$ cat src/rtl/mac_pkg.sv
// Shared definitions for the MAC result drain: width helpers and FSM state encoding.
package mac_pkg;

  typedef enum logic {
    ST_IDLE  = 1'b0,
    ST_DRAIN = 1'b1
  } state_e;

  function automatic int calc_m_width(input int n, input int width);
    return 2 * width + n - 1;
  endfunction

  function automatic int idx_width(input int n);
    return (n <= 1) ? 1 : $clog2(n);
  endfunction

endpackage

$ cat src/rtl/mac_frame_fifo.sv
// Two-entry frame buffer: writes a whole N-lane frame, reads one lane of the head frame by index.
module mac_frame_fifo
  import mac_pkg::*;
#(
  parameter int N       = 5,
  parameter int M_WIDTH = 36
) (
  input  logic                       clk,
  input  logic                       rst_n,
  input  logic                       i_flush,
  input  logic                       i_wr_en,
  input  logic [N*M_WIDTH-1:0]       i_wr_frame,
  input  logic                       i_rd_free,
  input  logic [idx_width(N)-1:0]    i_rd_idx,
  output logic [M_WIDTH-1:0]         o_rd_word,
  output logic [1:0]                 o_count,
  output logic                       o_full,
  output logic                       o_empty
);

  logic [N*M_WIDTH-1:0] r_mem [2];
  logic                 r_wr_ptr;
  logic                 r_rd_ptr;
  logic [1:0]           r_count;
  logic [N*M_WIDTH-1:0] w_head;
  logic [M_WIDTH-1:0]   w_lanes [N];

  assign w_head = r_mem[r_rd_ptr];

  for (genvar g = 0; g < N; g++) begin : g_lane
    assign w_lanes[g] = w_head[g*M_WIDTH +: M_WIDTH];
  end

  assign o_rd_word = w_lanes[i_rd_idx];
  assign o_count   = r_count;
  assign o_full    = (r_count == 2'd2);
  assign o_empty   = (r_count == 2'd0);

  // Data storage needs no reset: nothing is read out unless count is nonzero.
  always_ff @(posedge clk) begin
    if (i_wr_en && !i_flush) begin
      r_mem[r_wr_ptr] <= i_wr_frame;
    end
  end

  always_ff @(posedge clk or negedge rst_n) begin
    if (!rst_n) begin
      r_wr_ptr <= 1'b0;
      r_rd_ptr <= 1'b0;
      r_count  <= 2'd0;
    end else if (i_flush) begin
      r_wr_ptr <= 1'b0;
      r_rd_ptr <= 1'b0;
      r_count  <= 2'd0;
    end else begin
      if (i_wr_en) begin
        r_wr_ptr <= ~r_wr_ptr;
      end
      if (i_rd_free) begin
        r_rd_ptr <= ~r_rd_ptr;
      end
      r_count <= r_count + {1'b0, i_wr_en} - {1'b0, i_rd_free};
    end
  end

endmodule

$ cat src/rtl/mac_result_drain.sv
// Captures a full MAC-array result frame on the rising edge of all-lanes-valid and
// serializes it lane by lane over a valid/ready port; sticky overflow and lane-error flags.
module mac_result_drain
  import mac_pkg::*;
#(
  parameter int N       = 5,
  parameter int WIDTH   = 16,
  parameter int M_WIDTH = calc_m_width(N, WIDTH)
) (
  input  logic                    clk,
  input  logic                    rst_n,
  input  logic [N*M_WIDTH-1:0]    C,
  input  logic [N-1:0]            valid,
  input  logic                    clear,
  output logic [M_WIDTH-1:0]      dout,
  output logic [idx_width(N)-1:0] dout_idx,
  output logic                    dout_valid,
  input  logic                    dout_ready,
  output logic                    dout_last,
  output logic                    overflow,
  output logic                    lane_err
);

  localparam int              IW       = idx_width(N);
  localparam logic [IW-1:0]   LAST_IDX = IW'(N - 1);

  state_e             r_state;
  state_e             w_state_nxt;
  logic               r_valid_prev;
  logic [IW-1:0]      r_idx;
  logic               r_overflow;
  logic               r_lane_err;

  logic               w_all;
  logic               w_partial;
  logic               w_capture;
  logic               w_dv;
  logic               w_xfer;
  logic               w_last_xfer;
  logic               w_accept;
  logic               w_drop;
  logic               w_full;
  logic               w_empty;
  logic [1:0]         w_count;
  logic [M_WIDTH-1:0] w_word;

  assign w_all       = &valid;
  assign w_partial   = (|valid) & ~w_all;
  assign w_capture   = w_all & ~r_valid_prev;
  assign w_dv        = (r_state == ST_DRAIN) & ~w_empty;
  assign w_xfer      = w_dv & dout_ready;
  assign w_last_xfer = w_xfer & (r_idx == LAST_IDX);
  // A full buffer still accepts when the head frame is freed on the same edge.
  assign w_accept    = w_capture & ~clear & (~w_full | w_last_xfer);
  assign w_drop      = w_capture & ~clear & w_full & ~w_last_xfer;

  mac_frame_fifo #(
    .N       (N),
    .M_WIDTH (M_WIDTH)
  ) u_fifo (
    .clk        (clk),
    .rst_n      (rst_n),
    .i_flush    (clear),
    .i_wr_en    (w_accept),
    .i_wr_frame (C),
    .i_rd_free  (w_last_xfer & ~clear),
    .i_rd_idx   (r_idx),
    .o_rd_word  (w_word),
    .o_count    (w_count),
    .o_full     (w_full),
    .o_empty    (w_empty)
  );

  always_ff @(posedge clk or negedge rst_n) begin
    if (!rst_n) begin
      r_state <= ST_IDLE;
    end else begin
      r_state <= w_state_nxt;
    end
  end

  always_comb begin
    w_state_nxt = r_state;
    unique case (r_state)
      ST_IDLE:  if (w_accept) w_state_nxt = ST_DRAIN;
      ST_DRAIN: if (w_last_xfer && !w_accept && (w_count == 2'd1)) w_state_nxt = ST_IDLE;
      default:  w_state_nxt = ST_IDLE;
    endcase
    if (clear) begin
      w_state_nxt = ST_IDLE;
    end
  end

  always_ff @(posedge clk or negedge rst_n) begin
    if (!rst_n) begin
      r_valid_prev <= 1'b0;
      r_idx        <= '0;
      r_overflow   <= 1'b0;
      r_lane_err   <= 1'b0;
    end else begin
      r_valid_prev <= w_all;
      if (clear || w_last_xfer) begin
        r_idx <= '0;
      end else if (w_xfer) begin
        r_idx <= r_idx + 1'b1;
      end
      if (clear) begin
        r_overflow <= 1'b0;
        r_lane_err <= 1'b0;
      end else begin
        if (w_drop)    r_overflow <= 1'b1;
        if (w_partial) r_lane_err <= 1'b1;
      end
    end
  end

  assign dout_valid = w_dv;
  assign dout       = w_dv ? w_word : '0;
  assign dout_idx   = r_idx;
  assign dout_last  = w_dv & (r_idx == LAST_IDX);
  assign overflow   = r_overflow;
  assign lane_err   = r_lane_err;

endmodule

$ cat config.mk
export PLATFORM = sky130hd
export DESIGN_NAME = mac_result_drain
export DESIGN_NICKNAME = d
export VERILOG_FILES = /design/src/rtl/mac_pkg.sv /design/src/rtl/mac_frame_fifo.sv /design/src/rtl/mac_result_drain.sv
export SDC_FILE = /design/constraint.sdc
export NUM_CORES = 1
export LEC_CHECK = 0
export CORE_UTILIZATION = 25
export DETAILED_ROUTE_END_ITERATION = 10
export PLACE_DENSITY_LB_ADDON = 0.08
export SLEW_MARGIN = 40
export SYNTH_ARGS = -nofsm -noshare
export SYNTH_HDL_FRONTEND = slang
export SYNTH_SLANG_ARGS = --single-unit
$ cat constraint.sdc
create_clock -name clk -period 25.6 [get_ports clk]
set_clock_uncertainty 0.15 [all_clocks]
set_input_delay 6.4 -clock clk [delete_from_list [all_inputs] [get_ports clk]]
set_output_delay 6.4 -clock clk [all_outputs]
set_load 0.02 [all_outputs]
==> results by group, run 1 <==
Floorplan
  • I/O Pins: 232
  • Starting Density: 0.2544
  • Chip width: 242.3 um
  • Die Ht: 242.3 um
  • FP Rows: 87
  • CORE AREA: 56710 um^2
  • Die ar.: 58690 um^2

Clock tree
  • # resized after CTS: 0
  • Clk sinks: 371
  • CTS clock-pin slew for the worst setup and hold paths: 0.05 ns
  • Worst-Skew Late Latency: 0.55 ns
  • Inserted Clock Buffers: 45
  • Clock Tree Root: clkbuf_16
  • Clock tree buffer depth: 3
  • Post-CTS Hold Buffers: 0
  • H-tree lvl count: 2
  • Post-CTS Setup Inserts: 0
  • TritonCTS clock tree: yes

Global route
  • Gr usage total: 0.1343
  • Vias in the first global route: 8512
  • First-pass GRT wire length: 57680 um
  • GRT overflow: 0
  • Pin count of the biggest net entering global routing: 67
  • Initial antenna violation count: 5

Synthesis
  • Synth Flop Type: edfxtp_1
  • Synthesized area per cell: 18.91 um^2
  • Syn_nets: 956
  • Seq/Total Area, Yosys: 0.7682
  • Post-Synthesis Cells: 763
  • Synthesized area: 14430 um^2
  • Synthesis-stage register bit count: 371
  • Synth Warn #: 0
  • Count of flip-flops with a built-in enable after synthesis: 360
  • Share of flip-flops with an asynchronous set or reset: 0.02965
  • Post-synth cell types: 37

Route
  • Met3 Routed Length: 1743 um
  • Routed via count: 7898
  • WL final: 39360 um
  • DR DRC count: 0
  • Met2 Wirelength: 18540 um
  • Starting DRC count in detailed routing: 355
  • Length of the first detailed-routing pass in iterations: 4
  • Top layer in use: met5
  • Drt via density: 4.378
  • Drt wl/cell: 21.82 um
  • Post-route ant nets: 0
  • Wl on met1: 18230 um

Placement
  • PortBufs: 231
  • DP Cell Count: 1720
  • HPWL after DPL: 23670 um
  • Gp weighted congestion: 0.6701

Setup path
  • Worst Setup SP: u_fifo.r_rd_ptr$_DFFE_PN0P_
  • Worst R2R End: u_fifo.r_mem[1][5]$_DFFE_PP_
  • Crit path kind: flop to primary output
  • Max FO, Critical Path: 39
  • R2R Path Start: dout_idx[1]$_DFFE_PN0P_
  • FF-to-FF path depth: 9
  • Worst setup path end: dout[27]
  • Critical Path RT: 19.05 ns
  • Startpoint Class: flop
  • R2r setup slk: 21.11 ns
  • CP arrival: 4.04 ns
  • CP Capture Type: primary output

Timing
  • Final setup violation count: 0
  • Worst slew margin: 0.4794
  • Max Clk Rate: 94.41 MHz
  • Slew Limit Fails: 0
  • RSZ-0062 raised after global routing: false
  • Final period util: 0.4138
  • Worst Max-Slew Pin Slew: 0.7779 ns
  • Setup TNS: 0 ns
  • Fin crit period: 10.59 ns
  • Final Hold Viols: 0

Layout
  • Finished Core Util: 0.3363
  • Nets: 1205
  • Fin cells: 1804
  • Diode count: 0
  • Share of cells above drive strength 1: 0.1555
  • Area Overhead vs Synth: 32.17%

Pwr
  • PD cells: 69.59 nW/um^2
  • Peak supply drop: 0.04473 mV
  • Leakage power: 5.765 nW

Job
  • Max Cap Viol: 0

Min path
  • Hold Path Class: flop to flop

Run status
  • Status: complete, no violations
-- metal layers --
metal	vias up	GRT usage
li1	3598	-
met1	4049	0.1828
met2	181	0.2142
met3	62	0.03080
met4	8	0.03723
met5	-	0
-- metrics by stage --
step | cell area, um^2 | hold WS, ns | total power (W) | worst slack, ns
final | 19070 | 0.3534 | 0.001327 | 15.01
after global routing | 19070 | 0.4140 | 0.001376 | 14.66
after CTS | 19050 | 0.3676 | 0.001351 | 14.43
after detailed placement | 17620 | 0.3553 | 0.0007208 | 15.10
after global placement | 17600 | 0.3447 | 0.0007203 | 15.13
after floorplan | 14430 | 0.3766 | 0.0006854 | 10.16
-- synth_stat cells, types with 4 or more instances --
cell type | n | share of area
a21oi_1 | 40 | 0.014
a221oi_1 | 36 | 0.022
buf_2 | 8 | 0.0028
buf_4 | 6 | 0.0031
clkbuf_1 | 24 | 0.0062
dfrtp_1 | 11 | 0.019
edfxtp_1 | 360 | 0.75
ha_1 | 4 | 0.0035
inv_1 | 7 | 0.0018
mux2_2 | 36 | 0.028
mux2i_1 | 72 | 0.050
mux4_2 | 36 | 0.056
nand2_1 | 41 | 0.011
nor2_1 | 11 | 0.0029
o21ai_0 | 28 | 0.0097
o21ai_1 | 11 | 0.0038
-- cells in the final DEF (no fill, tap or decap), types with 5 or more instances in the layout --
cell / instances
clkinv_2: 10
clkdlybuf4s50_1: 231
nand2_1: 41
inv_1: 7
nor2_1: 9
dfrtp_1: 7
a21oi_1: 40
clkbuf_16: 47
clkbuf_1: 9
clkinv_1: 12
mux2i_1: 72
mux4_2: 36
a221oi_1: 36
buf_4: 11
buf_6: 5
o21ai_1: 10
o21ai_0: 28
mux2_2: 36
edfxtp_1: 360
-- critical path: stages (launching register included) --
cell	delay, ns
dfrtp_4	0.75
buf_4	0.45
buf_4	0.66
mux2i_1	0.16
a221oi_1	0.41
o21ai_0	0.17
a21oi_1	0.19
clkdlybuf4s50_1	0.63
-- cells by family after synthesis --
| group | count (synthesis) | share of synthesized area |
|---|---|---|
| XOR/XNOR | 3 | 0.001821 |
| AND/OR/NAND/NOR | 68 | 0.02038 |
| multiplexers | 144 | 0.1342 |
| adder cells (fa/ha/maj) | 4 | 0.003468 |
| buffers and inverters | 53 | 0.01934 |
| AO/OA/AOI/OAI | 120 | 0.05254 |
| flip-flops | 371 | 0.7682 |
-- report_power, final --
| part | internal (W) | leakage, nW | switching, W |
|---|---|---|---|
| sequential | 0.000668 | 3.38 | 0.000000603 |
| clock | 0.000374 | 0.709 | 0.000246 |
| combinational | 0.0000268 | 1.67 | 0.0000121 |
-- cell type report --
class | instances | area, um^2
repair buffers | 248 | 2471
multi-input cells | 339 | 3102
inverters | 7 | 26.28
clock inverters | 27 | 224.0
well taps | 756 | 945.9
flip-flops and latches | 371 | 11090
fillers | 5446 | 37640
clock buffers | 56 | 1210
-- how the worst min path moves through the flow --
| stage | cells after the start | start | to | slack, ns |
|---|---|---|---|---|
| 3_5_place_dp | 2 | overflow$_DFFE_PN0P_ | overflow$_DFFE_PN0P_ | 0.36 |
| 2_1_floorplan | 2 | r_state$_DFF_PN0_ | r_state$_DFF_PN0_ | 0.38 |
| 6_report | 2 | overflow$_DFFE_PN0P_ | overflow$_DFFE_PN0P_ | 0.35 |
| 5_1_grt | 2 | overflow$_DFFE_PN0P_ | overflow$_DFFE_PN0P_ | 0.41 |
| 3_3_place_gp | 2 | overflow$_DFFE_PN0P_ | overflow$_DFFE_PN0P_ | 0.34 |
| 4_1_cts | 2 | overflow$_DFFE_PN0P_ | overflow$_DFFE_PN0P_ | 0.37 |
-- flip-flops by register name (all words and copies together), names as in the netlist --
name and count:
u_fifo.r_mem 360, lane_err 1, r_valid_prev 1, dout_idx 3, u_fifo.o_count 2, u_fifo.r_rd_ptr 1, u_fifo.r_wr_ptr 1, overflow 1
r_state 1
(Power assumes the default switching activity.)
==> run 2: changes to the inputs <==
==> constraint.sdc (replaced) <==
create_clock -name clk -period 10.45 [get_ports clk]
set_clock_uncertainty 0.15 [all_clocks]
set_input_delay 2.6125 -clock clk [delete_from_list [all_inputs] [get_ports clk]]
set_output_delay 2.6125 -clock clk [all_outputs]
set_load 0.02 [all_outputs]
==> run 2 against run 1 <==
  * Setup slack got worse by 11 ns
  * Clock power increased by 150%
  * Sequential share of layout area decreased by 0.11 points
  * Critical endpoint is now dout[17]
  * Die area unchanged
  * Global-route usage decreased by 0.28 points
  * Final cell count about the same
==> results by group, run 2 (synthesis results as in run 1) <==
Setup path
  • R2R Path Start: dout_idx[0]$_DFFE_PN0P_
  • Critical Path RT: 7.69 ns
  • Max stage delay on crit path: 0.72 ns
  • Worst R2R End: u_fifo.r_mem[1][155]$_DFFE_PP_
  • Cell mode on critical path: buf_16
  • Worst setup path end: dout[17]
  • Max FO, Critical Path: 53
  • R2r setup slk: 6.24 ns
  • Family with the most delay on the worst path: buffers and inverters
  • Startpoint Class: flop
  • CP arrival: 3.93 ns
  • Crit path cell chain: buf_12 > buf_16 > buf_16 > mux4_2 > o21ai_0 > a21oi_1 > clkdlybuf4s50_1
  • FF-to-FF path depth: 9
  • Buf/Inv on CP: 4
  • Worst Setup SP: u_fifo.r_rd_ptr$_DFFE_PN0P_
  • CP max-delay cell: dfrtp_4
  • CP Capture Type: primary output
  • Crit path depth: 7
  • Crit path kind: flop to primary output

Clock tree
  • H-tree lvl count: 2
  • Post-CTS Hold Buffers: 0
  • Worst-Skew Late Latency: 0.56 ns
  • Clock Tree Root: clkbuf_16
  • TritonCTS clock tree: yes
  • # resized after CTS: 0
  • Post-CTS Setup Inserts: 0
  • Clk sinks: 371
  • CTS clock-pin slew for the worst setup and hold paths: 0.06 ns
  • Inserted Clock Buffers: 45
  • Clock tree buffer depth: 3

Layout
  • Finished Core Util: 0.3370
  • # fillers: 5506
  • Area Overhead vs Synth: 32.43%
  • Register area: 11090 um^2
  • Most common cell after layout, fill and taps aside: edfxtp_1
  • Max FFs per register: 360
  • Top reg by flops: u_fifo.r_mem
  • Share of cells above drive strength 1: 0.1539
  • Nets: 1204
  • Multi-input gate area: 3107 um^2
  • Most frequent cells in the layout: edfxtp_1, clkdlybuf4s50_1, mux2i_1, clkbuf_16, nand2_1
  • Fin cells: 1803

Timing
  • Max Clk Rate: 149.5 MHz
  • Final setup violation count: 0
  • Worst Max-Slew Pin Slew: 0.7381 ns
  • Worst slew margin: 0.5079
  • RSZ-0062 raised after global routing: false
  • Hold Slack: 0.3613 ns
  • Final Hold Viols: 0
  • Setup TNS: 0 ns
  • Slew Limit Fails: 0
  • Final period util: 0.6400
  • Fin crit period: 6.688 ns

Pwr
  • PD cells: 170.2 nW/um^2
  • Leakage power: 5.764 nW
  • Total power: 0.003252 W
  • Peak supply drop: 0.09932 mV

Placement
  • PortBufs: 231
  • HPWL after DPL: 23580 um
  • DP Cell Count: 1719
  • Gp weighted congestion: 0.6832

Route
  • WL final: 38490 um
  • Drt via density: 4.298
  • Length of the first detailed-routing pass in iterations: 4
  • Starting DRC count in detailed routing: 395
  • Post-route ant nets: 0
  • Routed via count: 7749
  • Drt wl/cell: 21.35 um
  • DR DRC count: 0

Floorplan
  • Die ar.: 58690 um^2
  • CORE AREA: 56710 um^2
  • Die Ht: 242.3 um
  • Chip width: 242.3 um
  • Starting Density: 0.2544
  • I/O Pins: 232
  • FP Rows: 87

Global route
  • Vias in the first global route: 8416
  • Pin count of the biggest net entering global routing: 70
  • Gr usage total: 0.1316
  • Initial antenna violation count: 7
  • First-pass GRT wire length: 56640 um
  • GRT overflow: 0

Run status
  • Status: complete, no violations

Job
  • Max Cap Viol: 0

Min path
  • Hold Path Class: flop to flop
run 2: cell types whose count changed in the layout (fill, tap and decap cells not counted), sizes merged:
| cell | change |
|---|---|
| buf | -1 |
| clkbuf | -1 |
| clkinv | -1 |
| clkinvlp | +1 |
| diode | +1 |
run 2: area by class of cell:
type | instances | area share
Sequential cell | 371 | 0.5805
Multi-Input combinational cell | 339 | 0.1626
Timing Repair Buffer | 247 | 0.1310
Clock buffer | 55 | 0.06312
Tap cell | 756 | 0.04950
Clock inverter | 27 | 0.01179
Inverter | 7 | 0.001375
Antenna cell | 1 | 0.0001309
run 2: how the worst min path moves through the flow:
stage,start,end,slack [ns],cells past startpoint
after floorplan,r_state$_DFF_PN0_,r_state$_DFF_PN0_,0.38,2
after global placement,overflow$_DFFE_PN0P_,overflow$_DFFE_PN0P_,0.34,2
after detailed placement,overflow$_DFFE_PN0P_,overflow$_DFFE_PN0P_,0.35,2
after CTS,overflow$_DFFE_PN0P_,overflow$_DFFE_PN0P_,0.36,2
after global routing,overflow$_DFFE_PN0P_,overflow$_DFFE_PN0P_,0.40,2
final,overflow$_DFFE_PN0P_,overflow$_DFFE_PN0P_,0.36,2
run 2: per-layer routing:
layer / part of all wire / GRT usage / vias to the layer above
met1: 0.44 / 0.1740 / 3890
met2: 0.48 / 0.2110 / 188
met3: 0.058 / 0.03434 / 61
li1: - / - / 3598
met5: 0.0021 / 0 / -
met4: 0.020 / 0.03965 / 12
run 2: through the flow:
step | setup WS, ns | instance area, um^2
2_1_floorplan | -1.206 | 14430
3_3_place_gp | 4.184 | 17590
3_5_place_dp | 4.238 | 17660
4_1_cts | 3.616 | 19090
5_1_grt | 3.501 | 19110
6_report | 3.762 | 19110
run 2: tightest hold or removal path, cell delays in order, from the launching register on:
cell and delay (ns):
dfrtp_1 0.36, a31oi_1 0.05, nor2_1 0.07
run 2: power breakdown:
| part | switching [W] | internal [W] |
|---|---|---|
| clock | 0.000602 | 0.000914 |
| combinational | 0.0000313 | 0.0000657 |
| sequential | 0.00000142 | 0.00164 |
